`src/rtl/bcd_gate_counter.sv`:
```
// Eight-digit BCD gate counter with holding register and leading-zero-blanked digit mux.
// DIGITS narrows the counted width (upper digits stay 0); the frequency meter uses 8.
module bcd_gate_counter #(
    parameter bit         LZB        = 1'b1,
    parameter logic [3:0] BLANK_CODE = 4'hF,
    parameter int         DIGITS     = 8
) (
    input  logic       fpga_clk,
    input  logic       nreset,
    input  logic       clk_enable,
    input  logic       latchit,
    input  logic       reset_ctr,
    input  logic [2:0] digit_select,
    output logic [3:0] digit_muxed,
    output logic       carry_out
);

    logic [3:0] live_q [8];
    logic [3:0] live_d [8];
    logic [3:0] hold_q [8];
    logic       live_ovf_q;
    logic       live_ovf_d;
    logic       hold_ovf_q;
    logic [8:0] lower_nine;
    logic [7:0] upper_zero;
    logic       inc;
    logic       sat;
    logic       blank;

    // lower_nine[i]: every digit below i is 9, so digit i takes the carry this cycle
    always_comb begin
        logic run;
        run = 1'b1;
        for (int i = 0; i < 8; i++) begin
            lower_nine[i] = run;
            run           = run & (live_q[i] == 4'd9);
        end
        lower_nine[8] = run;

        inc = clk_enable && !reset_ctr && !live_ovf_q;
        sat = lower_nine[DIGITS];

        for (int i = 0; i < 8; i++) begin
            live_d[i] = live_q[i];
            if (i >= DIGITS || reset_ctr) begin
                live_d[i] = 4'd0;
            end else if (inc && !sat && lower_nine[i]) begin
                live_d[i] = (live_q[i] >= 4'd9) ? 4'd0 : live_q[i] + 4'd1;
            end
        end

        live_ovf_d = live_ovf_q;
        if (reset_ctr) begin
            live_ovf_d = 1'b0;
        end else if (inc && sat) begin
            live_ovf_d = 1'b1;
        end
    end

    always_ff @(posedge fpga_clk or negedge nreset) begin
        if (!nreset) begin
            for (int i = 0; i < 8; i++) begin
                live_q[i] <= 4'd0;
                hold_q[i] <= 4'd0;
            end
            live_ovf_q <= 1'b0;
            hold_ovf_q <= 1'b0;
        end else begin
            // Holding register samples the pre-update live value
            if (latchit) begin
                for (int i = 0; i < 8; i++) begin
                    hold_q[i] <= live_q[i];
                end
                hold_ovf_q <= live_ovf_q;
            end
            for (int i = 0; i < 8; i++) begin
                live_q[i] <= live_d[i];
            end
            live_ovf_q <= live_ovf_d;
        end
    end

    // upper_zero[d]: held digits d..7 are all zero
    always_comb begin
        logic run;
        run = 1'b1;
        for (int d = 7; d >= 0; d--) begin
            run           = run & (hold_q[d] == 4'd0);
            upper_zero[d] = run;
        end
        blank       = LZB && (digit_select != 3'd0) && upper_zero[digit_select];
        digit_muxed = blank ? BLANK_CODE : hold_q[digit_select];
    end

    assign carry_out = hold_ovf_q;

endmodule
```
`config.mk`:
```
export PLATFORM = sky130hd
export DESIGN_NAME = bcd_gate_counter
export DESIGN_NICKNAME = d
export VERILOG_FILES = /design/src/rtl/bcd_gate_counter.sv
export SDC_FILE = /design/constraint.sdc
export NUM_CORES = 1
export LEC_CHECK = 0
export ABC_AREA = 0
export CAP_MARGIN = 10
export CORE_MARGIN = 2
export CORE_UTILIZATION = 58
export DETAILED_ROUTE_END_ITERATION = 8
export GPL_ROUTABILITY_DRIVEN = 0
export PLACE_DENSITY_LB_ADDON = 0.2
export REMOVE_ABC_BUFFERS = 1
export SKIP_CTS_REPAIR_TIMING = 1
export SLEW_MARGIN = 20
export SYNTH_ARGS = -nofsm -noshare
export SYNTH_HDL_FRONTEND = slang
export SYNTH_SLANG_ARGS = --single-unit
```
`constraint.sdc`:
```
create_clock -name fpga_clk -period 8.6 [get_ports fpga_clk]
set_input_delay 2.58 -clock fpga_clk [delete_from_list [all_inputs] [get_ports fpga_clk]]
set_output_delay 2.58 -clock fpga_clk [all_outputs]
set_load 0.01 [all_outputs]
```
==> results.txt <==
The flow ran to the end, and the final reports show no timing, DRC or antenna violations. All-layer global routing usage: 23.2%. Dividing the final minimum period by the clock period gives 85.1%. The required time of the critical path is 6.02 ns, and the clock latency of the later-clocked register in the worst-skew pair is 0.34 ns. The worst setup path is of the in2out kind.

The final critical-path required period is 7.32 ns. For flop-to-flop paths, the worst setup slack is 6.11 ns. Count of different cell masters after synthesis: 49.

The critical path starts at digit_select[0]. The layout cell share with drive strength beyond 1 is 18.7%. For met3 alone, demand over resource in global routing was 5.01%.

The normalized max-slew margin is 45.2%, and the quantity of I/O buffers inserted on ports is 12. Setup repair after global routing left no endpoint under its margin. The logs give 67 for the pin count of the biggest net entering global routing and 0 ns for the sum of negative setup slack. The cell count after synthesis came out at 351. For the I/O pin count, the log shows 13. Setup violations remaining at the end of the flow were counted as 0. In this run, CTS created clock tree buffers numbering 9. Mapped cell area: 3780 um2.

Max-cap violations in this run came to 0. The H-tree generated during clock tree synthesis spans 3 levels. Row generation in the floorplan step produced 29 rows. Overall power consumption after layout is estimated at 639 uW. After clock tree synthesis, the clock-pin slew on the worst setup and hold paths is 0.06 ns. After detailed routing, the number of remaining DRC violations is 0. The tools report the timing endpoint of the critical path as digit_muxed[1]. The busiest metal layer after global routing is met1.

After detailed routing, the number of vias per cell comes to 6.14. Measured in cells, the most critical reg-to-reg path has a length of 7. In this run the worst path has a maximum fanout of 11. HPWL reported at the end of detailed placement: 5380 um.

The number of slew-limit violations in the final report was 0; the fraction of registers with async set/reset was 100%. 0 antenna diodes ended up in the layout. Initial antenna violation count: 0. After detailed routing, the average wire length per cell comes to 17.4 um. STA classifies the critical path startpoint as an input pin. Summing over every cut layer, the via total after detailed routing is 2739. The net count of the finished layout is 397.

The cell count along the critical path is 5, and the share of synthesized area occupied by flip-flops and latches is 43.7%. For the fill cell instance count of the final layout, the log shows 505. The delay of the slowest critical-path stage was 0.84 ns; the global-route track usage on met1 was 34.2%. The kind of cell with the highest combined delay along the critical path is buffers and inverters. The number of buffers and inverters on the critical path was 2; the number of DRC markers after the initial detailed-route iteration was 209.

The clock drives 66 sinks. The tools report the launch point of the worst reg-to-reg path as live_q[29]. The final wirelength is 7760 um, and the power per unit of standard cell area is 153 nW/um2. After synthesis the netlist holds a flip-flop and latch count of 66.

The y dimension of the die came out at 84.7 um. For met2 alone, demand over resource in global routing was 33.4%. The cell at the root of the clock tree is sky130_fd_sc_hd__clkbuf_8. The slowest stage of the critical path belongs to the cell sky130_fd_sc_hd__clkdlybuf4s50_1. TritonCTS built the clock tree.

The count of endpoints failing hold in the final timing report was 0. Worst-margin pin slew: 0.815 ns. Compared with the post-synthesis result, the final layout area differs by 10.4%. The worst setup path is captured at an output port. The tools report the synthesis warning total as 0. The number of synthesized flops with an enable pin was 0; the post-route antenna net violation count was 0. The total grt overflow was 0; the die extent in x was 84.7 um. Before antenna repair, the detailed router went through 4 iterations. The floorplan step defined a die boundary enclosing 7180 um2. The mean post-synth cell area is 10.8 um2.

The worst register-to-register path ends at live_q[6]. Timing would allow up to 137 MHz. Counting along the longest clock path gives a buffer depth of 2.

Most common flop cell mapped by yosys: sky130_fd_sc_hd__dfrtp_1. The arrival time of data at the critical path endpoint is 4.74 ns. The static leakage was 0.00188 uW. Most frequent cell on the critical path: sky130_fd_sc_hd__clkdlybuf4s50_1. Between clock sinks in the finished design, the worst skew comes to 0.00532 ns.

For the number of global-route vias before repair, the log shows 2625. The region available for standard cell placement spans 6310 um2. The run gives 59.9% as the effective utilization at floorplan. The class of the most critical hold timing path is reg2reg. Across the VDD grid, the largest voltage drop is 0.0871 mV.

The worst hold path cell count works out to 1. Traced cell by cell, the critical path runs through clkdlybuf4s50_1 > mux4_2 > mux2i_1 > nand2_1 > clkdlybuf4s50_1. The global-route wire length before repair was 13000 um.
==> cell type report <==
cell class	count	area, um2	area share [%]
clock buffer	13	169	4.05
clock inverter	2	35.0	0.840
inverter	26	97.6	2.34
multi-input combinational	247	1980	47.6
tap	77	96.3	2.31
timing repair buffer	15	138	3.30
sequential	66	1650	39.6
==> registers in the layout, summed over array words and instances (netlist names) <==
name and flops:
hold_q 32, live_ovf_q 1, live_q 32, carry_out 1
==> cells in the final DEF, fill, tap and decap left out, types with 10 or more instances in the layout <==
cell type	synthesis	final
sky130_fd_sc_hd__nand3_1	10	10
sky130_fd_sc_hd__nand2_1	24	24
sky130_fd_sc_hd__mux2_2	33	33
sky130_fd_sc_hd__nor2_1	18	18
sky130_fd_sc_hd__clkdlybuf4s50_1	0	11
sky130_fd_sc_hd__o21ai_0	17	17
sky130_fd_sc_hd__clkbuf_8	0	12
sky130_fd_sc_hd__ha_1	24	24
sky130_fd_sc_hd__a21oi_1	15	15
sky130_fd_sc_hd__inv_1	26	26
sky130_fd_sc_hd__dfrtp_1	66	66
==> metrics by stage <==
stage | cell area, um2 | instances | util (%) | hold WS (ns) | setup slack, ns
after floorplan | 3730 | 339 | - | 0.476 | 2.75
after global placement | 3970 | 431 | 62.8 | 0.488 | 1.30
after detailed placement | 3970 | 431 | 62.8 | 0.495 | 1.26
after CTS | 4170 | 446 | 66.1 | 0.510 | 1.26
after global routing | 4170 | 446 | 66.1 | 0.534 | 1.09
final | 4170 | 446 | 66.1 | 0.513 | 1.28
==> cells by family after synthesis <==
group           after synthesis  synth area share, %
flops                        66                 43.7
simple gates                113                 17.5
fa+ha+maj                    24                 7.94
compound gates               60                 9.96
mux                          50                 17.1
buf+inv                      38                 3.81
==> where the power goes <==
part           switching [uW]  internal (uW)
Clock                     112            156
Sequential               5.37            315
Combinational            28.4           22.7
==> layer usage <==
metal  vias up  wire length [um]
met3        12               280
met2        60              3640
met5         -                 0
met4         0               136
li1       1320                 -
met1      1347              3700
==> cell usage after synthesis, drive strengths merged (6+ instances only) <==
| cell | count | share of area [%] |
|---|---|---|
| mux2i | 8 | 2.1 |
| mux4 | 8 | 4.8 |
| nor3 | 7 | 0.93 |
| o21ai | 17 | 2.3 |
| clkbuf | 9 | 0.89 |
| ha | 24 | 7.9 |
| dfrtp | 66 | 44 |
| nor2 | 19 | 2.0 |
| nand3b | 6 | 1.3 |
| o31ai | 6 | 1.2 |
| inv | 26 | 2.6 |
| nand2 | 24 | 2.4 |
| a21oi | 15 | 2.0 |
| mux2 | 34 | 10 |
| nor4 | 10 | 2.1 |
| nand3 | 10 | 1.3 |
==> how the worst min path moves through the flow <==
stage / to / startpoint / slack, ns
floorplan: hold_q[28] / hold_q[28] / 0.48
global placement: carry_out / carry_out / 0.49
global route: carry_out / carry_out / 0.53
finish: hold_q[30] / hold_q[30] / 0.51
CTS: hold_q[30] / hold_q[30] / 0.51
detailed placement: hold_q[30] / hold_q[30] / 0.49
Note: power is estimated with default switching activity, not from simulation.
